===== config.mk =====
export PLATFORM = sky130hd
export DESIGN_NAME = stopwatch_ctrl
export DESIGN_NICKNAME = d
export VERILOG_FILES = /design/src/rtl/stopwatch_pkg.sv /design/src/rtl/btn_conditioner.sv /design/src/rtl/stopwatch_ctrl.sv
export SDC_FILE = /design/constraint.sdc
export NUM_CORES = 1
export LEC_CHECK = 0
export BUFFER_PORTS_ARGS = -buffer_cell sky130_fd_sc_hd__buf_2
export CELL_PAD_IN_SITES_DETAIL_PLACEMENT = 1
export CELL_PAD_IN_SITES_GLOBAL_PLACEMENT = 2
export CORE_UTILIZATION = 38
export DETAILED_ROUTE_END_ITERATION = 6
export PLACE_DENSITY_LB_ADDON = 0.25
export REMOVE_ABC_BUFFERS = 1
export SKIP_LAST_GASP = 1
export SLEW_MARGIN = 20
export SYNTH_ARGS = -nofsm -noshare
export SYNTH_HDL_FRONTEND = slang
export SYNTH_SLANG_ARGS = --single-unit

===== constraint.sdc =====
create_clock -name iClk -period 2.1 [get_ports iClk]
set_input_delay 0.315 -clock iClk [delete_from_list [all_inputs] [get_ports iClk]]
set_output_delay 0.315 -clock iClk [all_outputs]
set_load 0.05 [all_outputs]

===== src/rtl/stopwatch_pkg.sv =====
// Shared types and constants for the stopwatch run-control slice.
package stopwatch_pkg;

  localparam int DIGITS_DEF = 4;
  localparam logic [3:0] BCD_NINE = 4'd9;

  typedef enum logic [2:0] {
    ST_IDLE  = 3'd0,
    ST_RUN   = 3'd1,
    ST_PAUSE = 3'd2,
    ST_LAP   = 3'd3,
    ST_FULL  = 3'd4
  } swState_e;

endpackage


===== src/rtl/btn_conditioner.sv =====
// Push-button conditioning: synchronizer, press debounce and one-shot press event.
module btn_conditioner #(
  parameter int SYNC_STAGES = 2,
  parameter int DEB_CYCLES  = 50000,
  parameter int DEB_W       = 16
) (
  input  logic iClk,
  input  logic iRst,
  input  logic iBtn,
  output logic oEvent
);

  logic [SYNC_STAGES-1:0] syncR;
  logic [DEB_W-1:0]       debCntR;
  logic                   levelR;
  logic                   eventR;
  logic                   syncedS;
  logic                   levelSetS;

  assign syncedS   = syncR[SYNC_STAGES-1];
  assign levelSetS = syncedS & ~levelR & (debCntR == DEB_W'(DEB_CYCLES - 1));
  assign oEvent    = eventR;

  // Synchronizer shift, debounce counter, accepted level and its rising-edge event.
  always_ff @(posedge iClk or negedge iRst) begin
    if (!iRst) begin
      syncR   <= '0;
      debCntR <= '0;
      levelR  <= 1'b0;
      eventR  <= 1'b0;
    end else begin
      syncR  <= {syncR[SYNC_STAGES-2:0], iBtn};
      // The level only ever rises through levelSetS, so this is its registered rising edge.
      eventR <= levelSetS;
      if (!syncedS) begin
        debCntR <= '0;
        levelR  <= 1'b0;
      end else if (levelSetS) begin
        levelR <= 1'b1;
      end else if (!levelR) begin
        debCntR <= debCntR + DEB_W'(1);
      end else begin
        debCntR <= debCntR;
      end
    end
  end

endmodule


===== src/rtl/stopwatch_ctrl.sv =====
// Stopwatch run-control: button events, run/pause/lap/full sequencing, tick gating
// and live/lap display selection for a saturating BCD counter chain.
module stopwatch_ctrl
  import stopwatch_pkg::*;
#(
  parameter int DIGITS      = DIGITS_DEF,
  parameter int SYNC_STAGES = 2,
  parameter int DEB_CYCLES  = 50000,
  parameter int DEB_W       = 16
) (
  input  logic                  iClk,
  input  logic                  iRst,
  input  logic                  iStartStop,
  input  logic                  iLap,
  input  logic                  iClear,
  input  logic                  iTick,
  input  logic [4*DIGITS-1:0]   iCount,
  output logic                  oTickEn,
  output logic                  oCntClr,
  output logic [4*DIGITS-1:0]   oDisp,
  output logic [2:0]            oState,
  output logic                  oFull
);

  swState_e              stateR;
  logic [4*DIGITS-1:0]   lapR;
  logic                  cntClrR;
  logic                  fullR;
  logic                  evClearS, evStartStopS, evLapS;
  logic                  clrEvS, ssEvS, lapEvS;
  logic                  allNinesS, countingS, fullHitS;

  btn_conditioner #(.SYNC_STAGES(SYNC_STAGES), .DEB_CYCLES(DEB_CYCLES), .DEB_W(DEB_W))
    uBtnClear (.iClk(iClk), .iRst(iRst), .iBtn(iClear), .oEvent(evClearS));
  btn_conditioner #(.SYNC_STAGES(SYNC_STAGES), .DEB_CYCLES(DEB_CYCLES), .DEB_W(DEB_W))
    uBtnStartStop (.iClk(iClk), .iRst(iRst), .iBtn(iStartStop), .oEvent(evStartStopS));
  btn_conditioner #(.SYNC_STAGES(SYNC_STAGES), .DEB_CYCLES(DEB_CYCLES), .DEB_W(DEB_W))
    uBtnLap (.iClk(iClk), .iRst(iRst), .iBtn(iLap), .oEvent(evLapS));

  // Saturation detect: every digit of the live count at nine.
  always_comb begin
    allNinesS = 1'b1;
    for (int d = 0; d < DIGITS; d++) begin
      if (iCount[4*d +: 4] != BCD_NINE) begin
        allNinesS = 1'b0;
      end else begin
        allNinesS = allNinesS;
      end
    end
  end

  assign clrEvS    = evClearS;
  assign ssEvS     = evStartStopS & ~evClearS;
  assign lapEvS    = evLapS & ~evClearS & ~evStartStopS;
  assign countingS = (stateR == ST_RUN) | (stateR == ST_LAP);
  assign fullHitS  = iTick & allNinesS;

  assign oTickEn = iTick & countingS & ~allNinesS;
  assign oDisp   = (stateR == ST_LAP) ? lapR : iCount;
  assign oState  = stateR;
  assign oCntClr = cntClrR;
  assign oFull   = fullR;

  // Run-control FSM with lap capture and registered clear/full outputs.
  always_ff @(posedge iClk or negedge iRst) begin
    if (!iRst) begin
      stateR  <= ST_IDLE;
      lapR    <= '0;
      cntClrR <= 1'b0;
      fullR   <= 1'b0;
    end else begin
      cntClrR <= 1'b0;
      if (clrEvS) begin
        stateR  <= ST_IDLE;
        cntClrR <= 1'b1;
        fullR   <= 1'b0;
      end else begin
        case (stateR)
          ST_IDLE: if (ssEvS) stateR <= ST_RUN;
          ST_PAUSE: if (ssEvS) stateR <= ST_RUN;
          ST_RUN: begin
            if (ssEvS) begin
              stateR <= ST_PAUSE;
            end else if (lapEvS) begin
              stateR <= ST_LAP;
              lapR   <= iCount;
            end else if (fullHitS) begin
              stateR <= ST_FULL;
              fullR  <= 1'b1;
            end
          end
          ST_LAP: begin
            if (ssEvS) begin
              stateR <= ST_PAUSE;
            end else if (lapEvS) begin
              stateR <= ST_RUN;
            end else if (fullHitS) begin
              stateR <= ST_FULL;
              fullR  <= 1'b1;
            end
          end
          ST_FULL: stateR <= ST_FULL;
          default: begin
            stateR <= ST_IDLE;
            fullR  <= 1'b0;
          end
        endcase
      end
    end
  end

endmodule


---- Word level (Yosys, flattened, before mapping) ----
Index checks and enable logic that the tools add are counted.
word-level totals
  flip-flop bits (word level) ............. 81
  logic and storage cells ................. 107
  output and inout bits ................... 22
operators by class
  mux-type cells .......................... 34
  reductions and logical operators ........ 9
  bitwise gates (word level) .............. 20
  $add $sub $neg .......................... 3
  eq/ne operators ......................... 25
operator list
  kind                   count
  $mux 16                10
  $add 16x1->16 const B  3
  $eq 16x16->1 const B   3
  $mux 3                 7
  $ne 2x2->1 const B     9
  $ne 4x4->1 const B     4
  $mux 1                 15
  $and 1x1->1            12
  $pmux 3 s4             1
  $reduce_and 4->1       2
  $not 1->1              7
  $eq 3x2->1 const B     2
  $ne 3x1->1 const B     2
  $ne 3x2->1 const B     2
  $reduce_and 2->1       3
  $reduce_or 2->1        2
  $eq 3x1->1 const B     1
  $eq 3x3->1 const B     1
  $logic_not 3->1        1
  $reduce_or 3->1        1
  $ne 2x1->1 const B     1
  $pmux 1 s2             1
  $or 1x1->1             1

---- Depth between registers and ports, before layout ----
  word-level depth ........................ 11
  depth in mapped cells ................... 6
  mapped depth without buffers ............ 5

---- Cells and area by module ----
Synthesis repeated with hierarchy kept, for this count alone.
second synthesis, totals
  cells, all modules ...................... 392
  area, all modules ....................... 4301.6 um^2
by module, submodules not included
  module           cells an instance  area each (um^2)  instances
  btn_conditioner  102                1038.5            3
  stopwatch_ctrl   86                 1186.1            1

---- Least setup slack after synthesis ----
No wires, ideal clock.
  path kind ............................... reg2out
  from .................................... register stateR[0] (netlist: oState[0])
  to ...................................... output oDisp[10]
  cell stages (with the launch flop) ...... 5
  slack ................................... -0.077 ns
  arrival time ............................ 1.862 ns
  buffers on the path ..................... 1
  path through ............................ dfrtp_1 > nor2b_1 > nand2_1 > buf_2 > mux2_2
on the way
  cells in the longest elaborated chain, start to end .. 2
RTL lines
  item                    RTL line              text
  from (decl)             stopwatch_ctrl.sv:25  swState_e stateR;
  from (signal assigned)  stopwatch_ctrl.sv:67  stateR <= ST_IDLE;
  from (signal assigned)  stopwatch_ctrl.sv:74  stateR <= ST_IDLE;
  from (signal assigned)  stopwatch_ctrl.sv:79  ST_IDLE: if (ssEvS) stateR <= ST_RUN;
  $eq 3x2->1              stopwatch_ctrl.sv:59  assign oDisp = (stateR == ST_LAP) ? lapR : iCount;
  $mux 16                 stopwatch_ctrl.sv:59
  to (decl)               stopwatch_ctrl.sv:20  output logic [4*DIGITS-1:0] oDisp,
No other way between the ends.

---- Final worst setup path ----
  from .................................... register stateR[0] (netlist: oState[0])
  to ...................................... output oDisp[9]
Same word-level chain as after synthesis.

==> impl_results.md <==
- Status: complete, no violations
- Synth area leaders: dfrtp_1 47%, mux2_2 8.4%, xor2_1 3.0%
- RSZ-0062 raised after global routing: false
- Final setup violation count: 0
- Placed cells: approximately 600
- Final cell count without fillers: 615
- Post-synth top area share: between 40% and 50%
- Max_cap viols: 0
- Synth Cell Area: around 4300 um2
- CTS max path bufs: 2
- Mean Syn Cell Area: a little over 10 um2
- Initial core utilization: 39.4%
- Layout cells sized above 1: 25.3%
- I/O Pins: 44
- TritonCTS clock tree: done
- Root Driver: clkbuf_16
- Maximum vdd drop: 268 uV
- Detailed Place HPWL: 7240 um
- Final Max Tran Viols: 0
- Worst-path clk slew: around 60 ps
- Total wire length: just over 10000 um
- Total GRT Usage: 19.9%
- Synth area leader: dfrtp_1
- I/O Buffers: 43
- First-pass GRT wire length: 18200 um
- Initial antenna violation count: 0
- Gate Count Post-Synth: ~420
- Critical path peak fanout: 16
- N_diodes: 0
- Vias: 3441
- Rows: 38
- Area Growth Syn to Fin: 17.5%
- Yosys warnings: 0
- Design Power: 0.00338 W
- DR iter-0 viols: 91
- Crit path required time: around 1800 ps
- Synth unique cells: 57
- Most frequent cells in the layout: 80 x dfrtp_1, 41 x buf_2, 32 x nand2_1, 32 x mux2_2, 26 x nor2_1
- Most common cell after layout, fill and taps aside: dfrtp_1
- Worst Setup Start Kind: flip-flop
- Later-pin clock latency in the skew report: 340 ps
- Seq/Total Area, Yosys: 47.0%
- Die W: 108 um
- Path category of the worst min-delay check: in2reg
- Fin nets: ~500
- Clk_skew: 5.89 ps
- Vias/cell: 5.60
- Critical path class: reg2out
- Routed length per instance: about 17 um
- Final setup margin: between 70 and 80 ps
- LEAKAGE: 2.29 nW
- Pwr dens: ~670 nW/um2
- Cts bufs inserted: 9
- Number of synthesized register bits: slightly above 80
- Core ar.: 10900 um2
- Critical path capture point type: primary output
- Dpl ws: around 170 ps
- Htree depth: 3
- Largest net degree at the start of global routing: 42
- Final period util: a little over nine tenths
- Clock net sink count: 81
- Slew @ Worst Pin: 555 ps
- GRT overflow: 0
- First-pass DRT Iterations: 4
- Crit path arrival time: 1710 ps
- Minimum clock period after layout: a little over 2000 ps
- Max Clock Freq: 493 MHz
- Vias in the first global route: about 3.6k
- Routability Congestion: 0.814
- Post-CTS Setup Inserts: 0
- Residual DRC: 0
- Post-DP Area: 4760 um2
- Chip height: 108 um
- Final instance area: 5060 um2
- Die footprint: 11800 um2
- Antenna viol nets, final: 0
- Relative slew slack: between 60% and 70%
- Final hold vios: 0
==> path summary, 6_finish.rpt <==
| path | from | cells after the start | slack (ps) | end |
|---|---|---|---|---|
| worst max-delay path | oState[0] | 5 | 70 | oDisp[9] |
| min in group asynchronous | iRst | 2 | 510 | lapR[11] |
| worst max register to register | uBtnStartStop.debCntR[1] | 5 | 180 | uBtnStartStop.debCntR[0] |
| worst min register to register | uBtnStartStop.syncR[0] | 0 | 340 | uBtnStartStop.syncR[1] |
| worst min-delay path | iLap | 1 | 80 | uBtnLap.syncR[0] |
| max in group asynchronous | iRst | 3 | 920 | oState[2] |
==> flip-flops by register name, indices dropped and copies added (netlist names), 2 cells and up <==
name	cells
uBtnLap.syncR	2
uBtnStartStop.debCntR	16
uBtnClear.debCntR	16
oState	3
uBtnStartStop.syncR	2
uBtnLap.debCntR	16
lapR	16
uBtnClear.syncR	2
==> layout make-up <==
cell class	instances	area, um2
clock buffer	12	267
clock inverter	3	15.0
fill	1231	5870
inverter	11	41.3
multi-input combinational	308	2160
sequential	81	2030
tap	140	175
timing repair buffer	60	370
==> logic make-up (layout without fill, tap and decap cells) <==
group	Yosys count	in the layout	share of synthesized area, %
AOI/OAI and AO/OA	48	48	7.81
xor gates and xnor gates	23	23	4.67
adders and majority gates	3	3	0.871
buffers and inverters	27	86	2.79
DFF	81	81	47.0
muxes	38	38	9.76
and+or+nand+nor	196	196	27.1
==> worst max-delay path, cell delays in order, from the launching register on <==
cell,delay (ps)
dfrtp_1,370
nor2b_2,160
nand2_1,100
buf_8,180
mux2_2,360
clkbuf_4,220
==> what timing repair did <==
item / 4_1_cts / 5_1_grt
gates resized for setup: 1 / 4
endpoints found under the hold margin: 39 / 0
setup endpoints to repair: 2 / 16
hold buffers: 1 / 0
==> through the flow <==
stage	utilization, %	setup TNS (ps)	hold slack (ps)
after floorplan	-	-1370	19.4
after global placement	43.5	0	333
after detailed placement	43.5	0	336
after CTS	46.2	0	65.0
after global routing	46.3	0	68.2
final	46.3	0	79.1
==> where the power goes <==
group	total (W)	internal (W)	switching, W
Sequential	0.00163	0.00160	0.0000292
Combinational	0.000248	0.0000889	0.000159
Clock	0.00151	0.000885	0.000622
==> cells in the mapped netlist, drive strengths merged <==
library cell,instances
o211a,2
buf,4
nor4b,3
nor3,11
nand3,23
nand2b,6
ha,3
nor3b,3
nand4,16
o41a,2
clkbuf,12
o31ai,5
xor2,15
and3,5
nor2,27
dfrtp,81
a211oi,2
or3,8
nor4,12
mux2,32
a22oi,1
nand4b,4
or4b,5
a21oi,6
or4,6
xnor2,8
nor4bb,5
nand3b,3
and4b,4
o311ai,3
nand4bb,1
mux2i,6
o21bai,1
nor2b,5
and2,12
a211o,2
nand2,32
inv,11
o211ai,4
a21boi,2
o21ai,12
a31oi,2
a21o,4
and4,2
or2,3
==> per-layer routing <==
metal | wire (um) | share of wire, % | GRT usage (%) | vias up
met1 | 5030 | 49 | 26.9 | 1737
met3 | 345 | 3.4 | 3.56 | 9
li1 | - | - | - | 1644
met2 | 4780 | 46 | 31.4 | 51
met5 | 0 | 0 | 0 | -
met4 | 142 | 1.4 | 8.40 | 0
Power figures use the tool's default switching activity.
